--- src/rtl/pipe_int_ctrl_pkg.sv ---
// Shared CPU package: interrupt controller state encoding, default vector base
// and the mret instruction encoding.
package pipe_int_ctrl_pkg;

  typedef enum logic [1:0] {
    IDLE    = 2'd0,
    TAKE    = 2'd1,
    HANDLER = 2'd2,
    RET     = 2'd3
  } irq_state_t;

  localparam logic [31:0] VEC_BASE_DFLT = 32'h0000_0024;
  localparam logic [31:0] MRET_INSN     = 32'h3020_0073;

  // Width of a channel index; never narrower than one bit.
  function automatic int irq_cw(input int n);
    return (n > 1) ? $clog2(n) : 1;
  endfunction

endpackage

--- src/rtl/pipe_int_ctrl_if.sv ---
// Pipeline-side handshake between the core and the interrupt controller.
interface pipe_int_ctrl_if #(
  parameter int XLEN = 32
) ();

  logic            safe_valid;
  logic [XLEN-1:0] safe_pc;
  logic            mret;
  logic            redirect;
  logic [XLEN-1:0] redirect_pc;
  logic            flush;
  logic            in_handler;

  // Pipeline drives the interruptible-point info and sees the redirects.
  modport master (
    output safe_valid, safe_pc, mret,
    input  redirect, redirect_pc, flush, in_handler
  );

  // Interrupt controller consumes the pipeline info and issues redirects.
  modport slave (
    input  safe_valid, safe_pc, mret,
    output redirect, redirect_pc, flush, in_handler
  );

endinterface

--- src/rtl/pipe_int_ctrl_prio_enc.sv ---
// Fixed-priority encoder: lowest set request bit wins.
module irq_prio_enc #(
  parameter int N  = 4,
  parameter int CW = 2
) (
  input  logic [N-1:0]  req,
  output logic          valid,
  output logic [CW-1:0] idx
);

  // Scan from the top down so the lowest set bit is the last one written.
  always_comb begin
    valid = 1'b0;
    idx   = '0;
    for (int i = N - 1; i >= 0; i--) begin
      if (req[i]) begin
        valid = 1'b1;
        idx   = CW'(i);
      end
    end
  end

endmodule

--- src/rtl/pipe_int_ctrl.sv ---
// Pipelined-core interrupt controller: edge-detects level requests into a
// pending set, takes the lowest eligible channel at an interruptible point,
// redirects to its vector, and returns to the saved PC on mret. No nesting.
module pipe_int_ctrl
  import pipe_int_ctrl_pkg::*;
#(
  parameter int                 NUM_IRQ    = 4,
  parameter int                 XLEN       = 32,
  parameter logic [31:0]        VEC_BASE   = VEC_BASE_DFLT,
  parameter int unsigned        VEC_STRIDE = 4,
  parameter logic [NUM_IRQ-1:0] MASK_RST   = '1
) (
  input  logic                       clk,
  input  logic                       rst,
  input  logic [NUM_IRQ-1:0]         irq,
  input  logic                       mask_we,
  input  logic [NUM_IRQ-1:0]         mask_wdata,
  output logic [XLEN-1:0]            mepc,
  output logic [irq_cw(NUM_IRQ)-1:0] mcause,
  output logic [NUM_IRQ-1:0]         mask,
  pipe_int_ctrl_if.slave             pipe
);

  localparam int CW = irq_cw(NUM_IRQ);

  irq_state_t        state;
  irq_state_t        state_next;
  logic [NUM_IRQ-1:0] irq_q;
  logic [NUM_IRQ-1:0] pending;
  logic [NUM_IRQ-1:0] eligible;
  logic [NUM_IRQ-1:0] clr_vec;
  logic              win_valid;
  logic [CW-1:0]     win_idx;
  logic              take;
  logic [XLEN-1:0]   vec_pc;

  assign eligible = pending & mask;
  assign clr_vec  = take ? (NUM_IRQ'(1) << win_idx) : '0;
  assign vec_pc   = XLEN'(VEC_BASE) + XLEN'(mcause) * XLEN'(VEC_STRIDE);

  irq_prio_enc #(
    .N  (NUM_IRQ),
    .CW (CW)
  ) u_prio (
    .req   (eligible),
    .valid (win_valid),
    .idx   (win_idx)
  );

  // State register; reset aborts any take/handler/return in progress.
  always_ff @(posedge clk or negedge rst) begin
    if (!rst) state <= IDLE;
    else      state <= state_next;
  end

  // Request history, pending set, mask and trap context; a new edge beats the clear.
  always_ff @(posedge clk or negedge rst) begin
    if (!rst) begin
      irq_q   <= '0;
      pending <= '0;
      mask    <= MASK_RST;
      mepc    <= '0;
      mcause  <= '0;
    end else begin
      irq_q   <= irq;
      pending <= (pending & ~clr_vec) | (irq & ~irq_q);
      if (mask_we) mask <= mask_wdata;
      if (take) begin
        mepc   <= pipe.safe_pc;
        mcause <= win_idx;
      end
    end
  end

  // Next-state and pipeline controls; redirects last exactly one cycle.
  always_comb begin
    state_next       = state;
    take             = 1'b0;
    pipe.redirect    = 1'b0;
    pipe.redirect_pc = '0;
    pipe.flush       = 1'b0;
    pipe.in_handler  = 1'b0;
    case (state)
      IDLE: begin
        if (win_valid && pipe.safe_valid) begin
          take       = 1'b1;
          state_next = TAKE;
        end
      end
      TAKE: begin
        pipe.redirect    = 1'b1;
        pipe.flush       = 1'b1;
        pipe.redirect_pc = vec_pc;
        state_next       = HANDLER;
      end
      HANDLER: begin
        pipe.in_handler = 1'b1;
        if (pipe.mret) state_next = RET;
      end
      RET: begin
        pipe.redirect    = 1'b1;
        pipe.flush       = 1'b1;
        pipe.redirect_pc = mepc;
        state_next       = IDLE;
      end
      default: state_next = IDLE;
    endcase
  end

endmodule

--- src/flat_wrapper.sv ---
// flat-port wrapper written by rule: the top's interface ports become plain ports
module pipe_int_ctrl_flat import pipe_int_ctrl_pkg::*;
#(
  parameter int                 NUM_IRQ    = 4,
  parameter int                 XLEN       = 32,
  parameter logic [31:0]        VEC_BASE   = VEC_BASE_DFLT,
  parameter int unsigned        VEC_STRIDE = 4,
  parameter logic [NUM_IRQ-1:0] MASK_RST   = '1
)
  (clk, rst, irq, mask_we, mask_wdata, mepc, mcause, mask, pipe_safe_valid, pipe_safe_pc, pipe_mret, pipe_redirect, pipe_redirect_pc, pipe_flush, pipe_in_handler);
  pipe_int_ctrl_if #(.XLEN(XLEN)) pipe_i ();
  input  logic clk;
  input  logic rst;
  input  logic [NUM_IRQ-1:0] irq;
  input  logic mask_we;
  input  logic [NUM_IRQ-1:0] mask_wdata;
  output logic [XLEN-1:0] mepc;
  output logic [irq_cw(NUM_IRQ)-1:0] mcause;
  output logic [NUM_IRQ-1:0] mask;
  input wire logic [$bits(pipe_i.safe_valid)-1:0] pipe_safe_valid;
  input wire logic [$bits(pipe_i.safe_pc)-1:0] pipe_safe_pc;
  input wire logic [$bits(pipe_i.mret)-1:0] pipe_mret;
  output wire logic [$bits(pipe_i.redirect)-1:0] pipe_redirect;
  output wire logic [$bits(pipe_i.redirect_pc)-1:0] pipe_redirect_pc;
  output wire logic [$bits(pipe_i.flush)-1:0] pipe_flush;
  output wire logic [$bits(pipe_i.in_handler)-1:0] pipe_in_handler;
  assign pipe_i.safe_valid = pipe_safe_valid;
  assign pipe_i.safe_pc = pipe_safe_pc;
  assign pipe_i.mret = pipe_mret;
  assign pipe_redirect = pipe_i.redirect;
  assign pipe_redirect_pc = pipe_i.redirect_pc;
  assign pipe_flush = pipe_i.flush;
  assign pipe_in_handler = pipe_i.in_handler;
  pipe_int_ctrl #(.NUM_IRQ(NUM_IRQ), .XLEN(XLEN), .VEC_BASE(VEC_BASE), .VEC_STRIDE(VEC_STRIDE), .MASK_RST(MASK_RST)) u_core (.clk(clk), .rst(rst), .irq(irq), .mask_we(mask_we), .mask_wdata(mask_wdata), .mepc(mepc), .mcause(mcause), .mask(mask), .pipe(pipe_i));
endmodule
--- config.mk ---
export PLATFORM = sky130hd
export DESIGN_NAME = pipe_int_ctrl_flat
export DESIGN_NICKNAME = d
export VERILOG_FILES = /design/src/rtl/pipe_int_ctrl_pkg.sv /design/src/rtl/pipe_int_ctrl_if.sv /design/src/rtl/pipe_int_ctrl_prio_enc.sv /design/src/rtl/pipe_int_ctrl.sv /design/src/flat_wrapper.sv
export SDC_FILE = /design/constraint.sdc
export NUM_CORES = 1
export LEC_CHECK = 0
export BUFFER_PORTS_ARGS = -buffer_cell sky130_fd_sc_hd__buf_2
export CAP_MARGIN = 20
export CORE_AREA = 2 2 86 68
export CTS_CLUSTER_DIAMETER = 120
export DETAILED_ROUTE_END_ITERATION = 12
export DIE_AREA = 0 0 88 70
export PLACE_DENSITY = 0.78
export SYNTH_ARGS = -nofsm -noshare
export SYNTH_HDL_FRONTEND = slang
export SYNTH_SLANG_ARGS = --single-unit
--- constraint.sdc ---
create_clock -name clk -period 5.4 [get_ports clk]
set_clock_uncertainty 0.15 [all_clocks]
set_input_delay 0 -clock clk [delete_from_list [all_inputs] [get_ports clk]]
set_output_delay 0 -clock clk [all_outputs]
set_load 0.01 [all_outputs]
==> report_table.html <==
<table>
<tr><th>Metric</th><th>Value</th></tr>
<tr><th colspan="2">Outcome</th></tr>
<tr><td>Result of the run</td><td>complete, no violations</td></tr>
<tr><th colspan="2">Placement</th></tr>
<tr><td>Pre-CTS worst setup slack</td><td>3130 ps</td></tr>
<tr><td>Buffers added on ports</td><td>117</td></tr>
<tr><td>Placer Congestion</td><td>0.6963</td></tr>
<tr><td>Placed cell area</td><td>2922 um2</td></tr>
<tr><td>DP Wirelength</td><td>3532 um</td></tr>
<tr><td>Placed cell count</td><td>359</td></tr>
<tr><th colspan="2">Logic synthesis</th></tr>
<tr><td>Number of unique standard cell types used by synthesis</td><td>27</td></tr>
<tr><td>Share of synthesized flip-flops with an asynchronous set or reset</td><td>100.0%</td></tr>
<tr><td>Warnings, synthesis</td><td>0</td></tr>
<tr><td>Post-synth EDFFs</td><td>0</td></tr>
<tr><td>Cells after Synth</td><td>171</td></tr>
<tr><td>Top flip-flop cell by instance count after synthesis</td><td>sky130_fd_sc_hd__dfrtp_1</td></tr>
<tr><td>Cell with the most instances after synthesis</td><td>sky130_fd_sc_hd__dfrtp_1</td></tr>
<tr><td>Cell types with the highest counts after synthesis</td><td>44 x sky130_fd_sc_hd__dfrtp_1, 30 x sky130_fd_sc_hd__mux2_4, 28 x sky130_fd_sc_hd__and2_1, 10 x sky130_fd_sc_hd__nand2_1, 8 x sky130_fd_sc_hd__inv_1</td></tr>
<tr><td>Largest area contributor in the netlist</td><td>sky130_fd_sc_hd__dfrtp_1</td></tr>
<tr><td>Total nets after synthesis</td><td>221</td></tr>
<tr><td>Total standard cell area after synthesis</td><td>2321 um2</td></tr>
<tr><td>Share of the yosys chip area belonging to registers</td><td>51.97%</td></tr>
<tr><td>Register bit count reported by yosys</td><td>48</td></tr>
<tr><td>Cells taking the most area after synthesis</td><td>sky130_fd_sc_hd__dfrtp_1 47%, sky130_fd_sc_hd__mux2_4 19%, sky130_fd_sc_hd__and2_1 7.5%, sky130_fd_sc_hd__dfstp_2 4.5%, sky130_fd_sc_hd__mux2_2 3.4%</td></tr>
<tr><td>Top-area cell type share of the netlist area</td><td>47.44%</td></tr>
<tr><td>Per-instance average area after synthesis</td><td>13.57 um2</td></tr>
<tr><th colspan="2">Finish</th></tr>
<tr><td>Number of diodes added for antenna fixing</td><td>0</td></tr>
<tr><td>Layout cells sized above 1</td><td>50.89%</td></tr>
<tr><td>Final std cell area, no fill</td><td>3517 um2</td></tr>
<tr><td>Number of nets in the layout</td><td>385</td></tr>
<tr><td>Flip-flop and latch area</td><td>1206 um2</td></tr>
<tr><td>Area of combinational cells with multiple inputs</td><td>994.7 um2</td></tr>
<tr><td>Cell Count, Final, Fillers Out</td><td>414</td></tr>
<tr><td>Area delta synth-&gt;final</td><td>51.54%</td></tr>
<tr><td>Count of filler cells inserted in the layout</td><td>410</td></tr>
<tr><th colspan="2">Critical path</th></tr>
<tr><td>Reg-to-reg endpoint</td><td>u_core.mepc[10]$_DFFE_PN0P_</td></tr>
<tr><td>Kind of cell adding the most delay to the critical path</td><td>buffers and inverters</td></tr>
<tr><td>Type of destination of the critical path</td><td>flip-flop</td></tr>
<tr><td>Critical R2R Launch</td><td>u_core.state[0]$_DFFE_PN0P_</td></tr>
<tr><td>Worst-case reg-to-reg path depth</td><td>6</td></tr>
<tr><td>Slowest cell on the critical path</td><td>sky130_fd_sc_hd__buf_4</td></tr>
<tr><td>Maximum fanout count along the critical path</td><td>33</td></tr>
<tr><td>Series of cell instances along the critical path</td><td>inv_1 &gt; ha_1 &gt; nand2_1 &gt; nor2b_4 &gt; buf_4 &gt; mux2_2</td></tr>
<tr><td>Slowest cell delay on critical path</td><td>500 ps</td></tr>
<tr><td>Required time at the worst-slack endpoint</td><td>5430 ps</td></tr>
<tr><td>Crit path buf inv count</td><td>2</td></tr>
<tr><td>CP Class</td><td>reg2reg</td></tr>
<tr><td>Critical path arrival</td><td>2340 ps</td></tr>
<tr><td>CP startpoint kind</td><td>flip-flop</td></tr>
<tr><td>Reg-to-reg setup timing slack</td><td>3090 ps</td></tr>
<tr><th colspan="2">Timing</th></tr>
<tr><td>Actual transition at the worst max-transition pin</td><td>999.1 ps</td></tr>
<tr><td>Count of final setup violators</td><td>0</td></tr>
<tr><td>Worst setup margin</td><td>3094 ps</td></tr>
<tr><td>Minimum clock period</td><td>2306 ps</td></tr>
<tr><td>Hold Violations, Final</td><td>0</td></tr>
<tr><td>Achievable frequency</td><td>0.4337 GHz</td></tr>
<tr><td>Setup tns final</td><td>0 ps</td></tr>
<tr><td>RSZ-0062 raised after global routing</td><td>no</td></tr>
<tr><td>Post-route fraction of the period consumed by the critical path</td><td>42.70%</td></tr>
<tr><td>Slew Limit Headroom</td><td>33.39%</td></tr>
<tr><td>Count of final max-slew check failures</td><td>0</td></tr>
<tr><th colspan="2">Floorplan</th></tr>
<tr><td>Core region area</td><td>5435 um2</td></tr>
<tr><td>Starting utilization of the core area</td><td>42.70%</td></tr>
<tr><td>Total Die Area</td><td>6160 um2</td></tr>
<tr><td>Std cell rows</td><td>24</td></tr>
<tr><td>Height of the die</td><td>70 um</td></tr>
<tr><td>X dimension of the die</td><td>88 um</td></tr>
<tr><td>IO Pins</td><td>118</td></tr>
<tr><th colspan="2">Global routing</th></tr>
<tr><td>Wire length of the first global-routing pass</td><td>9418 um</td></tr>
<tr><td>Number of antenna violations at the first check in global routing</td><td>0</td></tr>
<tr><td>Via count of the first global-routing pass</td><td>1935</td></tr>
<tr><td>GRT Residual Overflow</td><td>0</td></tr>
<tr><td>Maximum number of pins on one net before global-route repair</td><td>49</td></tr>
<tr><td>Total global-route track usage</td><td>19.78%</td></tr>
<tr><th colspan="2">Flow run</th></tr>
<tr><td>Number of max-capacitance violations reported</td><td>0</td></tr>
<tr><th colspan="2">Clock tree</th></tr>
<tr><td>Clock insertion delay at the later pin of the skew report</td><td>290 ps</td></tr>
<tr><td>CTS sink cnt</td><td>48</td></tr>
<tr><td>H-tree depth</td><td>2</td></tr>
<tr><td>CTS clock-pin slew for the worst setup and hold paths</td><td>90 ps</td></tr>
<tr><td>TritonCTS clock tree</td><td>yes</td></tr>
<tr><td>Clock Tree Buf Depth</td><td>2</td></tr>
<tr><td>Number of buffers inserted during clock tree synthesis</td><td>5</td></tr>
<tr><td>Cell chosen for the clock root</td><td>sky130_fd_sc_hd__clkbuf_8</td></tr>
<tr><td>Post_cts resized</td><td>0</td></tr>
<tr><th colspan="2">Routing</th></tr>
<tr><td>Aggregate routed wire length</td><td>5982 um</td></tr>
<tr><td>Post-detailed-route via-to-cell ratio</td><td>4.609</td></tr>
<tr><td>Drt initial violations</td><td>55</td></tr>
<tr><td>Routed length per placed instance</td><td>14.45 um</td></tr>
<tr><td>Antenna-violating nets left</td><td>0</td></tr>
<tr><td>Routed via count</td><td>1908</td></tr>
<tr><td>Pre-Repair DR Iteration Count</td><td>4</td></tr>
<tr><td>Remaining DRCs</td><td>0</td></tr>
<tr><th colspan="2">Worst hold path</th></tr>
<tr><td>Worst hold path class</td><td>in2reg</td></tr>
<tr><td>Worst Hold Endpoint</td><td>u_core.state[1]$_DFFE_PN0P_</td></tr>
<tr><td>Worst Hold Path Cells</td><td>4</td></tr>
<tr><td>Hold path startpoint</td><td>pipe_mret</td></tr>
<tr><th colspan="2">Power</th></tr>
<tr><td>Total leakage power</td><td>1.820 nW</td></tr>
<tr><td>Power Dens Cells</td><td>509.5 nW/um2</td></tr>
<tr><td>Worst voltage drop across the vdd grid</td><td>0.2648 mV</td></tr>
</table>
[power by group]
group | total (mW) | switching [mW] | internal (mW) | leakage [nW]
Sequential | 0.634 | 0.121 | 0.514 | 0.553
Clock | 0.253 | 0.116 | 0.138 | 0.0552
Combinational | 0.904 | 0.414 | 0.490 | 1.21
Total | 1.79 | 0.651 | 1.14 | 1.82
[through the flow]
stage	util [%]	total power, mW	hold slack [ps]
after floorplan	-	1.205	-445.6
after global placement	53.75	1.477	-27.01
after detailed placement	53.75	1.499	-23.47
after CTS	64.20	1.789	24.73
after global routing	64.71	1.910	84.60
final	64.71	1.792	36.88
[cell type report]
| cell class | count | share of cell area [%] |
|---|---|---|
| sequential | 48 | 34.29 |
| timing repair buffer | 165 | 30.74 |
| multi-input combinational | 107 | 28.28 |
| tap | 78 | 2.775 |
| clock buffer | 6 | 2.063 |
| clock inverter | 2 | 0.9961 |
| inverter | 8 | 0.8538 |
[per-layer routing]
| layer | routed length [um] | track usage (%) |
|---|---|---|
| met3 | 358 | 6.265 |
| met4 | 61 | 3.761 |
| met5 | 0 | 0 |
| met1 | 2548 | 23.51 |
| met2 | 3013 | 35.02 |
[placed cells by master (no fill, tap or decap), drive strengths merged]
cell	n
dfrtp	44
inv	8
nor2b	1
nand3	2
a21oi	1
o311ai	1
nand2	10
or2	2
o21ai	5
clkinv	1
dlygate4sd3	46
buf	119
a22o	6
clkbuf	6
dfstp	4
ha	5
a32oi	2
nand2b	1
and2	28
o22ai	1
bufinv	1
a31oi	3
nor2	1
mux2	37
nand4	1
[registers in the layout, indices dropped and copies added, names as in the netlist]
| register | count |
|---|---|
| u_core.mcause | 2 |
| u_core.state | 2 |
| u_core.pending | 4 |
| u_core.mask | 4 |
| u_core.mepc | 32 |
| u_core.irq_q | 4 |
[logic make-up (layout without fill, tap and decap cells)]
group	count (synthesis)	count (layout)	synth area share, %
AOI/OAI and AO/OA	19	19	5.822
adders and majority gates	5	5	2.695
buffers and inverters	16	181	5.175
DFF	48	48	51.97
muxes	37	37	22.80
and+or+nand+nor	46	46	11.54
[tightest hold or removal path, stage by stage]
cell and delay [ps]:
sky130_fd_sc_hd__buf_2 70, sky130_fd_sc_hd__nand2b_1 160, sky130_fd_sc_hd__a32oi_1 110, sky130_fd_sc_hd__o311ai_0 90
[how the worst max path moves through the flow]
stage,startpoint,end,slack (ps),depth (start not counted)
2_1_floorplan,u_core.pending[1]$_DFF_PN0_,u_core.mcause[0]$_DFFE_PN0P_,3560,6
3_3_place_gp,u_core.state[0]$_DFFE_PN0P_,u_core.mepc[9]$_DFFE_PN0P_,3230,6
3_5_place_dp,u_core.state[0]$_DFFE_PN0P_,u_core.mepc[11]$_DFFE_PN0P_,3130,6
4_1_cts,u_core.state[0]$_DFFE_PN0P_,u_core.mepc[11]$_DFFE_PN0P_,3110,6
5_1_grt,u_core.state[0]$_DFFE_PN0P_,u_core.mepc[10]$_DFFE_PN0P_,2980,6
6_report,u_core.state[0]$_DFFE_PN0P_,u_core.mepc[10]$_DFFE_PN0P_,3090,6
[timing repair]
action                    4_1_cts  5_1_grt
hold buffers                   46        0
hold endpoints to repair       91        0
setup buffers                   0        0
No activity file was read; power rests on OpenSTA's default activity.
